### config.mk
export PLATFORM = sky130hd
export DESIGN_NAME = div_unit
export DESIGN_NICKNAME = d
export VERILOG_FILES = /design/src/rtl/div_unit.sv
export SDC_FILE = /design/constraint.sdc
export NUM_CORES = 1
export LEC_CHECK = 0
export CAP_MARGIN = 20
export CORE_MARGIN = 2
export CORE_UTILIZATION = 62
export DETAILED_ROUTE_END_ITERATION = 6
export MAX_ROUTING_LAYER = met4
export PLACE_DENSITY = 0.86
export SYNTH_ARGS = -nofsm -noshare
export SYNTH_HDL_FRONTEND = slang
export SYNTH_SLANG_ARGS = --single-unit
### constraint.sdc
create_clock -name clk -period 5.4 [get_ports clk]
set_input_delay 1.35 -clock clk [delete_from_list [all_inputs] [get_ports clk]]
set_output_delay 1.35 -clock clk [all_outputs]
set_load 0.02 [all_outputs]
### src/rtl/div_unit.sv
// div_unit: multi-cycle radix-2 restoring integer divider for the EX stage.
//
// Operands arrive 33 bits wide, already sign- or zero-extended, so a single
// signed datapath covers DIV/DIVU/REM/REMU. Magnitudes are divided
// unsigned over 32 restoring steps, then signs are applied in SIGN.
//
// Optional build macro: DIV_ZERO_BYPASS_EN
//   defined   - a zero divisor skips CALC and goes straight to SIGN
//   undefined - a zero divisor runs the full 32 CALC steps
//
// state | meaning
// ------+---------------------------------------------------------------
// IDLE  | waiting; samples div_start and latches operand magnitudes
// CALC  | one restoring step per cycle, 32 cycles
// SIGN  | apply sign / divide-by-zero override, write result registers
// DONE  | div_done pulse; stall released so the pipeline advances
module div_unit #(
    parameter int DATA_WIDTH = 32
) (
    input  logic                  clk,
    input  logic                  rst_n,
    input  logic [DATA_WIDTH:0]   div_s1,
    input  logic [DATA_WIDTH:0]   div_s2,
    input  logic                  div_start,
    input  logic                  div_flush,
    output logic [DATA_WIDTH:0]   div_quotient,
    output logic [DATA_WIDTH:0]   div_remainder,
    output logic                  div_stall,
    output logic                  div_done
);

    localparam int W  = DATA_WIDTH;
    localparam int CW = $clog2(W);

`ifdef DIV_ZERO_BYPASS_EN
    localparam bit ZERO_BYPASS = 1'b1;
`else
    localparam bit ZERO_BYPASS = 1'b0;
`endif

    typedef enum logic [1:0] {
        IDLE = 2'd0,
        CALC = 2'd1,
        SIGN = 2'd2,
        DONE = 2'd3
    } state_t;

    state_t state, state_nxt;

    // Operation context captured at acceptance
    logic          sign_q;
    logic          sign_r;
    logic          zero_div;
    logic [W:0]    s1_orig;
    logic [W-1:0]  dvs;

    // Restoring datapath: dvd shifts out dividend bits and shifts in quotient bits
    logic [W-1:0]  dvd;
    logic [W-1:0]  rem;
    logic [CW-1:0] cnt;

    logic          accept;
    logic          s2_zero;
    logic [W-1:0]  mag_s1;
    logic [W-1:0]  mag_s2;

    logic [W:0]    shifted;
    logic          trial_ok;
    logic [W-1:0]  diff_lo;
    logic [W-1:0]  rem_nxt;
    logic [W-1:0]  dvd_nxt;

    logic [W:0]    q_ext;
    logic [W:0]    r_ext;
    logic [W:0]    q_final;
    logic [W:0]    r_final;

    assign accept  = div_start & ~div_flush;
    assign s2_zero = (div_s2 == '0);

    // Operand magnitudes; the negated low bits always fit because the
    // operands are 33-bit extensions of 32-bit values.
    assign mag_s1 = div_s1[W] ? (~div_s1[W-1:0] + W'(1)) : div_s1[W-1:0];
    assign mag_s2 = div_s2[W] ? (~div_s2[W-1:0] + W'(1)) : div_s2[W-1:0];

    // One restoring step. The partial remainder is always below dvs, so the
    // shifted value fits in W+1 bits and an accepted difference fits in W.
    assign shifted  = {rem, dvd[W-1]};
    assign trial_ok = (shifted >= {1'b0, dvs});
    assign diff_lo  = shifted[W-1:0] - dvs;
    assign rem_nxt  = trial_ok ? diff_lo : shifted[W-1:0];
    assign dvd_nxt  = {dvd[W-2:0], trial_ok};

    // Sign correction in W+1 bit two's complement; this also yields the
    // correct 0x8000_0000 quotient for the signed overflow case.
    assign q_ext   = {1'b0, dvd};
    assign r_ext   = {1'b0, rem};
    assign q_final = zero_div ? {(W+1){1'b1}} : (sign_q ? -q_ext : q_ext);
    assign r_final = zero_div ? s1_orig       : (sign_r ? -r_ext : r_ext);

    assign div_done  = (state == DONE);
    assign div_stall = div_start & (state != DONE) & ~div_flush;

    // State register
    always_ff @(posedge clk or negedge rst_n) begin
        if (!rst_n) begin
            state <= IDLE;
        end else begin
            state <= state_nxt;
        end
    end

    // Next-state decode; a flush from any state returns to IDLE
    always_comb begin
        state_nxt = state;
        case (state)
            IDLE: begin
                if (accept) begin
                    if (ZERO_BYPASS && s2_zero) begin
                        state_nxt = SIGN;
                    end else begin
                        state_nxt = CALC;
                    end
                end
            end
            CALC: begin
                if (cnt == '0) begin
                    state_nxt = SIGN;
                end
            end
            SIGN: begin
                state_nxt = DONE;
            end
            DONE: begin
                state_nxt = IDLE;
            end
            default: begin
                state_nxt = IDLE;
            end
        endcase
        if (div_flush) begin
            state_nxt = IDLE;
        end
    end

    // Operand capture, iteration registers and step down-counter
    always_ff @(posedge clk or negedge rst_n) begin
        if (!rst_n) begin
            sign_q   <= 1'b0;
            sign_r   <= 1'b0;
            zero_div <= 1'b0;
            s1_orig  <= '0;
            dvs      <= '0;
            dvd      <= '0;
            rem      <= '0;
            cnt      <= '0;
        end else begin
            case (state)
                IDLE: begin
                    if (accept) begin
                        sign_q   <= div_s1[W] ^ div_s2[W];
                        sign_r   <= div_s1[W];
                        zero_div <= s2_zero;
                        s1_orig  <= div_s1;
                        dvs      <= mag_s2;
                        dvd      <= mag_s1;
                        rem      <= '0;
                        cnt      <= CW'(W - 1);
                    end
                end
                CALC: begin
                    dvd <= dvd_nxt;
                    rem <= rem_nxt;
                    cnt <= cnt - CW'(1);
                end
                default: begin
                end
            endcase
        end
    end

    // Result registers hold until the next unflushed SIGN cycle
    always_ff @(posedge clk or negedge rst_n) begin
        if (!rst_n) begin
            div_quotient  <= '0;
            div_remainder <= '0;
        end else if (state == SIGN && !div_flush) begin
            div_quotient  <= q_final;
            div_remainder <= r_final;
        end
    end

endmodule
== After elaboration in Yosys (flattened, before gate mapping) ==
Index checks and enable logic that the tools add are counted.

* Flip-flop bits (word level): 205
* Output and inout port bits: 68
* Input bits: 70
* Logic and storage cells: 58

* $lt $le $gt $ge: 1
* Mux-type cells: 17
* Add/subtract/negate cells: 6
* Eq/ne operators: 7
* Reductions and logical operators: 9
* Bitwise operators: 7

{| class="wikitable"
|+ Operator list
! kind !! count
|-
| 2-to-1 mux 32 bit || 5
|-
| 2-to-1 mux 33 bit || 4
|-
| case mux 32 bit (2 select lines) || 2
|-
| negation 32 -> 33 bit || 2
|-
| adder 32 x 1 -> 32 bit, second input constant || 2
|-
| inverter 32 bit || 2
|-
| greater-or-equal comparator 33 x 32 -> 1 bit || 1
|-
| logical NOT 33 bit || 1
|-
| subtractor 32 bit || 1
|-
| case mux 5 bit (2 select lines) || 1
|-
| case mux 2 bit (4 select lines) || 1
|-
| 2-to-1 mux 2 bit || 3
|-
| inequality test 3 bit, second input constant || 2
|-
| AND reduction 2 bit || 3
|-
| logical NOT 5 bit || 1
|-
| 2-to-1 mux 5 bit || 1
|-
| subtractor 5 x 1 -> 5 bit, second input constant || 1
|-
| equality test 2 bit, second input constant || 2
|-
| inequality test 2 bit, second input constant || 2
|-
| AND 1 bit || 3
|-
| equality test 2 x 1 -> 1 bit, second input constant || 1
|-
| logical NOT 2 bit || 1
|-
| nonzero test 2 bit || 1
|-
| logical AND 1 bit || 1
|-
| other kinds (3) || 3
|}

== Longest topological paths before layout ==
* Depth after elaboration: 5
* Mapped depth: 14
* Depth with buffers taken out: 13

== Worst setup path before layout ==
OpenSTA, ideal clock, no wires.

* Path type: input-to-reg
* From: in div_s1[10]
* To: reg dvd[29]
* Setup slack: 1.477 ns
* Data required time: 5.280 ns
* Setup time: 0.120 ns
* Buffers on the path: 0
* Arrival time: 3.803 ns
* Stages: 9
* Path through: or4_4 > or3_4 > or4_4 > or4_4 > o41ai_2 > xor2_1 > nor3_1 > a31oi_1 > nand2_1

* Word-level cells in the longest chain between the ends: 5

{| class="wikitable"
|+ RTL lines
! element !! line !! RTL
|-
| start: declaration || 22 || <nowiki>input logic [DATA_WIDTH:0] div_s1,</nowiki>
|-
| inverter 32 bit || 83 || <nowiki>assign mag_s1 = div_s1[W] ? (~div_s1[W-1:0] + W'(1)) : div_s1[W-1:0];</nowiki>
|-
| adder 32 x 1 -> 32 bit || 83 ||
|-
| 2-to-1 mux 32 bit || 83 ||
|-
| 2-to-1 mux 32 bit || 160 || <nowiki>if (accept) begin</nowiki>
|-
| case mux 32 bit (2 select lines) || 158 || <nowiki>case (state)</nowiki>
|-
| end signal: assignment || 166 || <nowiki>dvd <= mag_s1;</nowiki>
|-
| end signal: assignment || 172 || <nowiki>dvd <= dvd_nxt;</nowiki>
|-
| end: declaration || 58 || <nowiki>logic [W-1:0] dvd;</nowiki>
|}

Every way passes these cells. The select of a mux whose other input is x is not followed.
A chain may end at the register's enable or synchronous reset.

== Final worst setup path ==
* From: in div_s1[8]
* To: reg dvd[31]

Same word-level chain as after synthesis.

==> impl_metrics.sql <==
INSERT INTO impl_metrics (metric_group, metric, value, unit) VALUES
('outcome', 'outcome', 'finished, final reports clean', ''),
('worst_setup_path', 'critPathSlowestCell', 'sky130_fd_sc_hd__or4_4', ''),
('route', 'detail_route.iter0.violations', '765', ''),
('timing', 'min_period', '4.20', 'ns'),
('placed_design', 'port_buffers', '137', ''),
('clock_tree', 'post_cts_buffers', '0', ''),
('worst_setup_path', 'timing.critical_path.cells', 'clkdlybuf4s50_1 -> or4_4 -> or3_4 -> or4_4 -> or4_4 -> o31ai_1 -> xor2_1 -> o21ai_0 -> nand2_1 -> o21ai_0', ''),
('logic_synthesis', 'postSynthNetCount', '1626', ''),
('power_and_ir_drop', 'static_leak', '6.74', 'nW'),
('logic_synthesis', 'mappedNetlistArea', '0.0128', 'sq mm'),
('timing', 'worst_slew_margin_rel', '26.8', '%'),
('timing', 'worst_clock_skew', '0.00787', 'ns'),
('run', 'max_cap_viol_count', '0', ''),
('clock_tree', 'num_cts_buffers', '23', ''),
('placed_design', 'dp.final_hpwl', '23200', 'microns'),
('floorplanning', 'floorplan.die_area', '0.0218', 'sq mm'),
('logic_synthesis', 'asyncSetResetFlopFracSynth', '100', '%'),
('power_and_ir_drop', 'peakVddDrop', '302', 'uV'),
('final_layout', 'final_core_utilization', '75.0', '%'),
('worst_setup_path', 'cp_data_arrival_time', '4.60', 'ns'),
('floorplanning', 'fp.dieW', '148', 'microns'),
('worst_setup_path', 'cp_num_buf_inv', '1', ''),
('worst_setup_path', 'end_kind', 'flip-flop', ''),
('global_route', 'antenna_found_initial', '0', ''),
('timing', 'timing_hold_violations_final', '0', ''),
('placed_design', 'dpl-instance-area', '0.0143', 'sq mm'),
('worst_setup_path', 'cpLargestDelayFamily', 'simple AND/OR/NAND/NOR gates', ''),
('route', 'detail-route-antenna-nets', '0', ''),
('timing', 'finalCritPeriodShare', '77.7', '%'),
('logic_synthesis', 'synth.lib_cells_used.distinct', '62', ''),
('final_layout', 'final_cell_area', '0.0152', 'sq mm'),
('worst_setup_path', 'crit_path_class', 'in -> reg', ''),
('logic_synthesis', 'synth.ff_latch_count', '204', ''),
('final_layout', 'antenna-diode-count', '0', ''),
('floorplanning', 'design.core.area', '0.0202', 'sq mm'),
('hold_path', 'beginning_of_the_worst_hold_path', 'div_quotient[0]', ''),
('timing', 'worst_hold_margin', '0.475', 'ns'),
('timing', 'final-max-slew-violation-count', '0', ''),
('clock_tree', 'cts.path.max_buffers', '3', ''),
('timing', 'grt_setup_unrepaired', 'false', ''),
('floorplanning', 'row_count', '52', ''),
('worst_setup_path', 'critical_path.max_fanout', '5', ''),
('clock_tree', 'number_of_clock_sinks_seen_by_cts', '204', ''),
('logic_synthesis', 'synth-main-ff-cell', 'sky130_fd_sc_hd__dfrtp_1', ''),
('logic_synthesis', 'ys_top_cells_by_count', 'sky130_fd_sc_hd__dfrtp_1, sky130_fd_sc_hd__nand2_1, sky130_fd_sc_hd__o21ai_0', ''),
('clock_tree', 'post_cts_resized', '0', ''),
('timing', 'max_clock_freq', '0.238', 'GHz'),
('clock_tree', 'cts-hold-fix-buffers', '0', ''),
('global_route', 'first_global_vias', '10900', ''),
('placed_design', 'finalWeightedCongestion', '0.939', ''),
('route', 'detail_route.vias_per_cell', '5.93', ''),
('clock_tree', 'clock_latency_late_sink', '0.53', 'ns'),
('logic_synthesis', 'synth_seq_area_share', '39.9', '%'),
('worst_setup_path', 'timing.critical_path.from', 'div_s1[8]', ''),
('floorplanning', 'fp.dieH', '148', 'microns'),
('worst_setup_path', 'critical_path.startpoint_type', 'primary input', ''),
('placed_design', 'placement.setup.worst_slack', '0.668', 'ns'),
('floorplanning', 'initial_core_util', '63.3', '%'),
('logic_synthesis', 'netlist.top_cell.by_area', 'sky130_fd_sc_hd__dfrtp_1', ''),
('global_route', 'grt_remaining_overflow', '0', ''),
('floorplanning', 'io-pin-count', '138', ''),
('clock_tree', 'clock_tree_from_tritoncts', 'built', ''),
('final_layout', 'syn_to_final_growth', '18.6', '%'),
('route', 'remaining_drc_errors', '0', ''),
('hold_path', 'holdCritPathClass', 'reg -> reg', ''),
('global_route', 'gr-usage-all-layers', '31.0', '%'),
('logic_synthesis', 'synth_area_per_cell', '8.46', 'sq um'),
('route', 'first_drt_pass_iteration_count', '6', ''),
('route', 'detailroute.via_count', '11200', ''),
('timing', 'fin_setup_tns', '0', 'ns'),
('timing', 'timing.final.setup_violations', '0', '');
## cell usage in the layout, fill, tap and decap left out, drive strengths merged, types with 31 or more instances in the layout
cell,n
a21oi,141
clkbuf,31
clkdlybuf4s50,136
dfrtp,204
ha,43
inv,58
mux2,33
nand2,202
nor2,132
o21ai,185
o31ai,33
xnor2,43
xor2,104
## metal layers
layer	vias to the layer above	wire length [microns]	global-route usage, %	share of wire (%)
met3	67	1780	3.64	5.5
met4	0	875	8.94	2.7
li1	5461	-	-	-
met1	5339	13800	40.4	43
met2	324	15800	51.8	49
met5	-	0	-	0
## sequential cells by signal (all words and copies together) (netlist names)
| register | count |
|---|---|
| div_quotient | 33 |
| sign_r | 1 |
| cnt | 5 |
| dvs | 32 |
| s1_orig | 32 |
| div_remainder | 33 |
| dvd | 32 |
| sign_q | 1 |
| rem | 32 |
| state | 2 |
| zero_div | 1 |
## kinds of logic (layout without fill, tap and decap cells)
kind of cell | count (synthesis) | count (layout) | share of synthesized area (%)
adder cells (fa/ha/maj) | 44 | 44 | 4.36
buffers and inverters | 147 | 251 | 4.43
AO/OA/AOI/OAI | 452 | 452 | 20.5
flip-flops | 204 | 204 | 39.9
XOR/XNOR | 147 | 147 | 10.1
AND/OR/NAND/NOR | 468 | 468 | 16.6
multiplexers | 50 | 50 | 4.23
## worst reg2reg max path, stage by stage, from the launching register on
cell	delay, ns
sky130_fd_sc_hd__dfrtp_1	0.40
sky130_fd_sc_hd__inv_1	0.19
sky130_fd_sc_hd__ha_1	0.23
sky130_fd_sc_hd__inv_1	0.08
sky130_fd_sc_hd__fa_1	0.40
sky130_fd_sc_hd__a21o_1	0.19
sky130_fd_sc_hd__a221oi_1	0.47
sky130_fd_sc_hd__nand4b_1	0.21
sky130_fd_sc_hd__a211o_1	0.35
sky130_fd_sc_hd__a31oi_1	0.34
sky130_fd_sc_hd__o21ai_0	0.23
sky130_fd_sc_hd__a31oi_1	0.25
sky130_fd_sc_hd__mux2_2	0.36
sky130_fd_sc_hd__o21ai_0	0.15
## layout make-up
type	instances	area [sq um]
timing repair buffer	153	1540
clock inverter	11	178
sequential	204	5110
fill	1441	5050
inverter	57	214
tap	270	338
clock buffer	30	652
multi-input combinational	1161	7150
## metrics by stage
stage / power, mW / std cells
floorplan: 5.62 / 1512
global placement: 6.82 / 1842
detailed placement: 6.95 / 1842
CTS: 8.70 / 1883
global route: 9.39 / 1886
finish: 8.71 / 1886
## power breakdown
group	internal [mW]	total (mW)	switching [mW]
clock	1.05	1.68	0.636
sequential	2.14	2.74	0.598
combinational	1.82	4.29	2.47
total	5.00	8.71	3.71
## final timing paths
kind / end / slack [ns] / depth (start not counted)
min reg2reg: div_quotient[0] / 0.48 / 2
min: div_quotient[0] / 0.48 / 2
max: dvd[31] / 1.20 / 10
max reg2reg: rem[30] / 1.48 / 13
max in group asynchronous: zero_div / 3.52 / 2
min in group asynchronous: dvd[9] / 0.88 / 1
Note: power is estimated with default switching activity, not from simulation.
==> RTL change 1 (same flow settings) <==
Build with the macro `DIV_ZERO_BYPASS_EN` defined.
--- a/src/rtl/div_unit.sv
+++ b/src/rtl/div_unit.sv
@@ -14,6 +14,8 @@
 // CALC  | one restoring step per cycle, 32 cycles
 // SIGN  | apply sign / divide-by-zero override, write result registers
 // DONE  | div_done pulse; stall released so the pipeline advances
+`define DIV_ZERO_BYPASS_EN
+
 module div_unit #(
     parameter int DATA_WIDTH = 32
 ) (
Check against the original RTL: not equivalent (a bounded check fails within 4 cycles, from zero or initial values and one cycle with rst_n low).
==> RTL change 1 against the original RTL <==
Worst setup slack worse by 0.10 ns; total power down 11%; design area decreased by 0.97%; via count is 1.5% higher; wire length down 3.7%; sequential cell count is the same; clock skew about the same; synthesized cell count up 2.1%; area after synthesis hardly changed; critical endpoint is now dvd[29]; largest power group unchanged.
==> RTL change 1: results (changes against the original RTL) <==
| Metric | Value |
|---|---|
| Filler cell count | `1,511 (was 1,441)` |
| Crit path arrival time | `4.65 ns (was 4.60 ns)` |
| Status | `finished clean (unchanged)` |
| DR iter-0 viols | `705 (was 765)` |
| Initial antenna violation count | `1 (was 0)` |
| TritonCTS buffer count | `22 (was 23)` |
| Synth area leaders | `dfrtp_1 40%, nand2_1 8.3%, o21ai_0 7.0%, xor2_1 6.9%, a21oi_1 5.0% (was dfrtp_1 40%, o21ai_0 7.2%, xor2_1 7.1%, nand2_1 5.9%, a21oi_1 5.5%)` |
| Crit-path slowest cell | `or4_1 (was or4_4)` |
| Global-route wire length before repair | `52,900 um (was 54,100 um)` |
| Synth Net Count | `1,657 (was 1,626)` |
| Last weighted congestion value of the routability-driven placer | `0.908 (was 0.939)` |
| Peak VDD IR | `0.404 mV (was 0.302 mV)` |
| Least-Margin Pin Slew | `1.05 ns (was 1.10 ns)` |
| R2R Setup Slk | `1.51 ns (was 1.48 ns)` |
| Post-synthesis sequential area ratio | `39.9% (about the same)` |
| Pleak | `0.00683 uW (was 0.00674 uW)` |
| Period utilization | `79.6% (was 77.7%)` |
| Crit path to | `dvd[29] (was dvd[31])` |
| DR WL met2 | `15,000 um (was 15,800 um)` |
| Layout cells sized above 1 | `4.06% (was 7.12%)` |
| Detail Placement HPWL | `22,300 um (was 23,200 um)` |
| Final Skew | `0.00748 ns (was 0.00787 ns)` |
| Total Routing Usage GR | `30.1% (was 31.0%)` |
| Routed WL | `31,100 um (was 32,300 um)` |
| Crit-path max cell delay | `0.64 ns (was 0.57 ns)` |
| Largest net degree at the start of global routing | `119 (was 110)` |
RTL change 1: changes by cell type after synthesis, sizes merged, moves of 6 or more:
| cell | delta |
|---|---|
| nand2 | +80 |
| mux2 | -33 |
| nor2 | -16 |
| a21oi | -13 |
| buf | -10 |
| mux2i | +9 |
| or3 | +7 |
| a32oi | +6 |
| nand2b | -6 |
| nand4 | +6 |
| o311ai | +6 |
| or4 | +6 |
RTL change 1: where the power goes:
part / switching, uW / internal, uW
combinational: 2140 / 1510
sequential: 555 / 2140
clock: 592 / 845
RTL change 1: area by class of cell:
| class | instances | area (um^2) | area share, % |
|---|---|---|---|
| Clock buffer | 33 | 663 | 4.41 |
| Sequential cell | 204 | 5110 | 34.0 |
| Timing Repair Buffer | 151 | 1490 | 9.93 |
| Clock inverter | 5 | 30.0 | 0.200 |
| Inverter | 59 | 221 | 1.47 |
| Antenna cell | 1 | 2.50 | 0.0166 |
| Multi-Input combinational cell | 1197 | 7180 | 47.8 |
| Tap cell | 270 | 338 | 2.25 |
RTL change 1: per-stage QoR:
| step | instance area (um^2) | instances |
|---|---|---|
| floorplan | 12800 | 1543 |
| global placement | 14300 | 1881 |
| detailed placement | 14300 | 1881 |
| CTS | 15000 | 1919 |
| global route | 15000 | 1920 |
| finish | 15000 | 1920 |
RTL change 1: logic make-up (layout without fill, tap and decap cells):
logic type	after synthesis	after routing	synth area share (%)
compound gates	457	457	21.4
xor+xnor	143	143	9.79
fa+ha+maj	44	44	4.36
buf+inv	142	248	4.20
flops	204	204	39.9
mux	26	26	2.03
other cells	0	1	0
simple gates	527	527	18.3
RTL change 1: per-layer routing:
metal  track usage, %  up-vias
met5                -        -
met4             10.0        0
met3             3.40       69
met2             48.5      327
met1             40.0     5357
li1                 -     5610
==> RTL change 2 (config.mk and constraints unchanged) <==
Without the edit above. Re-encode `state_t` (4 states) as one-hot, 4 bits wide.
--- a/src/rtl/div_unit.sv
+++ b/src/rtl/div_unit.sv
@@ -38,11 +38,11 @@
     localparam bit ZERO_BYPASS = 1'b0;
 `endif
 
-    typedef enum logic [1:0] {
-        IDLE = 2'd0,
-        CALC = 2'd1,
-        SIGN = 2'd2,
-        DONE = 2'd3
+    typedef enum logic [3:0] {
+        IDLE = 4'b0001,
+        CALC = 4'b0010,
+        SIGN = 4'b0100,
+        DONE = 4'b1000
     } state_t;
 
     state_t state, state_nxt;
Formal check against the unedited RTL: no difference found for any inputs over 10 cycles, from zero or initial values and one cycle with rst_n low; not proved beyond that.
==> RTL change 2 against the original RTL <==
Design area shrank 2.6%; worst setup slack gained 0.010 ns; first-iteration DRC count grew 24%; wire length shrank 0.12%; sequential cell count grew 2; area after synthesis shrank 2.8%.
Power is not compared: it rests on default switching activity, and its combinational part moved more than twofold at a synthesized area within 25%.
==> RTL change 2: results (changes against the original RTL) <==
| Metric | Value |
|---|---|
| WHS Path Cells | `1 (was 2)` |
| # nets final | `1,668 (was 1,714)` |
| Met1 Resource Use GR | `39.1% (was 40.4%)` |
| Last weighted congestion value of the routability-driven placer | `0.944 (was 0.939)` |
| H-tree levels | `1 (unchanged)` |
| CP max FO | `5 (unchanged)` |
| Synth top cells by count | `253 x nand2_1, 205 x dfrtp_1, 182 x o21ai_0 (was 204 x dfrtp_1, 202 x nand2_1, 185 x o21ai_0)` |
| Filler cell count | `1,418 (was 1,441)` |
| Non-Filler Instances | `1,837 (was 1,886)` |
| DR WL met2 | `15,700 um (was 15,800 um)` |
| Final Skew | `0.0150 ns (was 0.00787 ns)` |
| Clk_lat worst skew | `0.51 ns (was 0.53 ns)` |
| Met2 global-route usage | `52.2% (was 51.8%)` |
| Status | `finished clean (unchanged)` |
| Synth area leaders | `dfrtp_1 41%, xor2_1 8.0%, nand2_1 7.6%, o21ai_0 7.3%, ha_1 3.8% (was dfrtp_1 40%, o21ai_0 7.2%, xor2_1 7.1%, nand2_1 5.9%, a21oi_1 5.5%)` |
| Number of global-route vias before repair | `10,733 (was 10,854)` |
| Post-synthesis mux area share | `1.69% (was 4.23%)` |
| Post-Synth Adder-Cell Area | `3.98% (was 4.36%)` |
| Synth Net Count | `1,570 (was 1,626)` |
| Fraction of registers with async set/reset | `100% (unchanged)` |
| WL met1 | `13,100 um (was 13,800 um)` |
| Dpl cell area | `14,000 um^2 (was 14,300 um^2)` |
| Routed len/inst | `17.5 um (was 17.1 um)` |
| Post-synthesis sequential area ratio | `41.4% (was 39.9%)` |
| DP Worst Slack | `0.702 ns (was 0.668 ns)` |
| Synth Area in XOR/XNOR | `10.6% (was 10.1%)` |
| Crit path arrival time | `4.54 ns (was 4.60 ns)` |
| Cells after Synth | `1,461 (was 1,512)` |
| Largest net degree at the start of global routing | `114 (was 110)` |
| Detail Placement HPWL | `23,400 um (was 23,200 um)` |
| Least-Margin Pin Slew | `1.11 ns (was 1.10 ns)` |
| DR iter-0 viols | `951 (was 765)` |
| Met3 WL | `2240 um (was 1780 um)` |
| Grt met3 use | `3.76% (was 3.64%)` |
| DR pass1 iterations | `5 (was 6)` |
| Total Routing Usage GR | `31.1% (was 31.0%)` |
| Via density | `6.09 (was 5.93)` |
[RTL change 2: cell count changes after synthesis, sizes merged, moves of 7 or more]
cell	before	now
a21oi	141	94
nand2	202	253
mux2	33	0
xor2	104	113
nand3	17	25
nor2	132	97
a22oi	2	35
buf	18	11
or3	14	21
a21o	20	12
[RTL change 2: path summary, 6_finish.rpt]
kind | start | to | slack (ns)
setup / recovery | div_s2[6] | dvs[25] | 1.21
hold / removal | cnt[3] | cnt[3] | 0.47
setup reg to reg | dvd[31] | rem[26] | 1.61
hold reg to reg | cnt[3] | cnt[3] | 0.47
max in group asynchronous | rst_n | zero_div | 3.42
min in group asynchronous | rst_n | div_quotient[25] | 0.90
[RTL change 2: area by class of cell]
cell class	instances	area (um^2)	area share, %
well taps	265	332	2.24
inverters	59	221	1.50
flip-flops and latches	206	5160	34.9
clock inverters	6	82.6	0.558
multi-input cells	1118	6810	46.1
repair buffers	151	1540	10.4
clock buffers	32	639	4.32
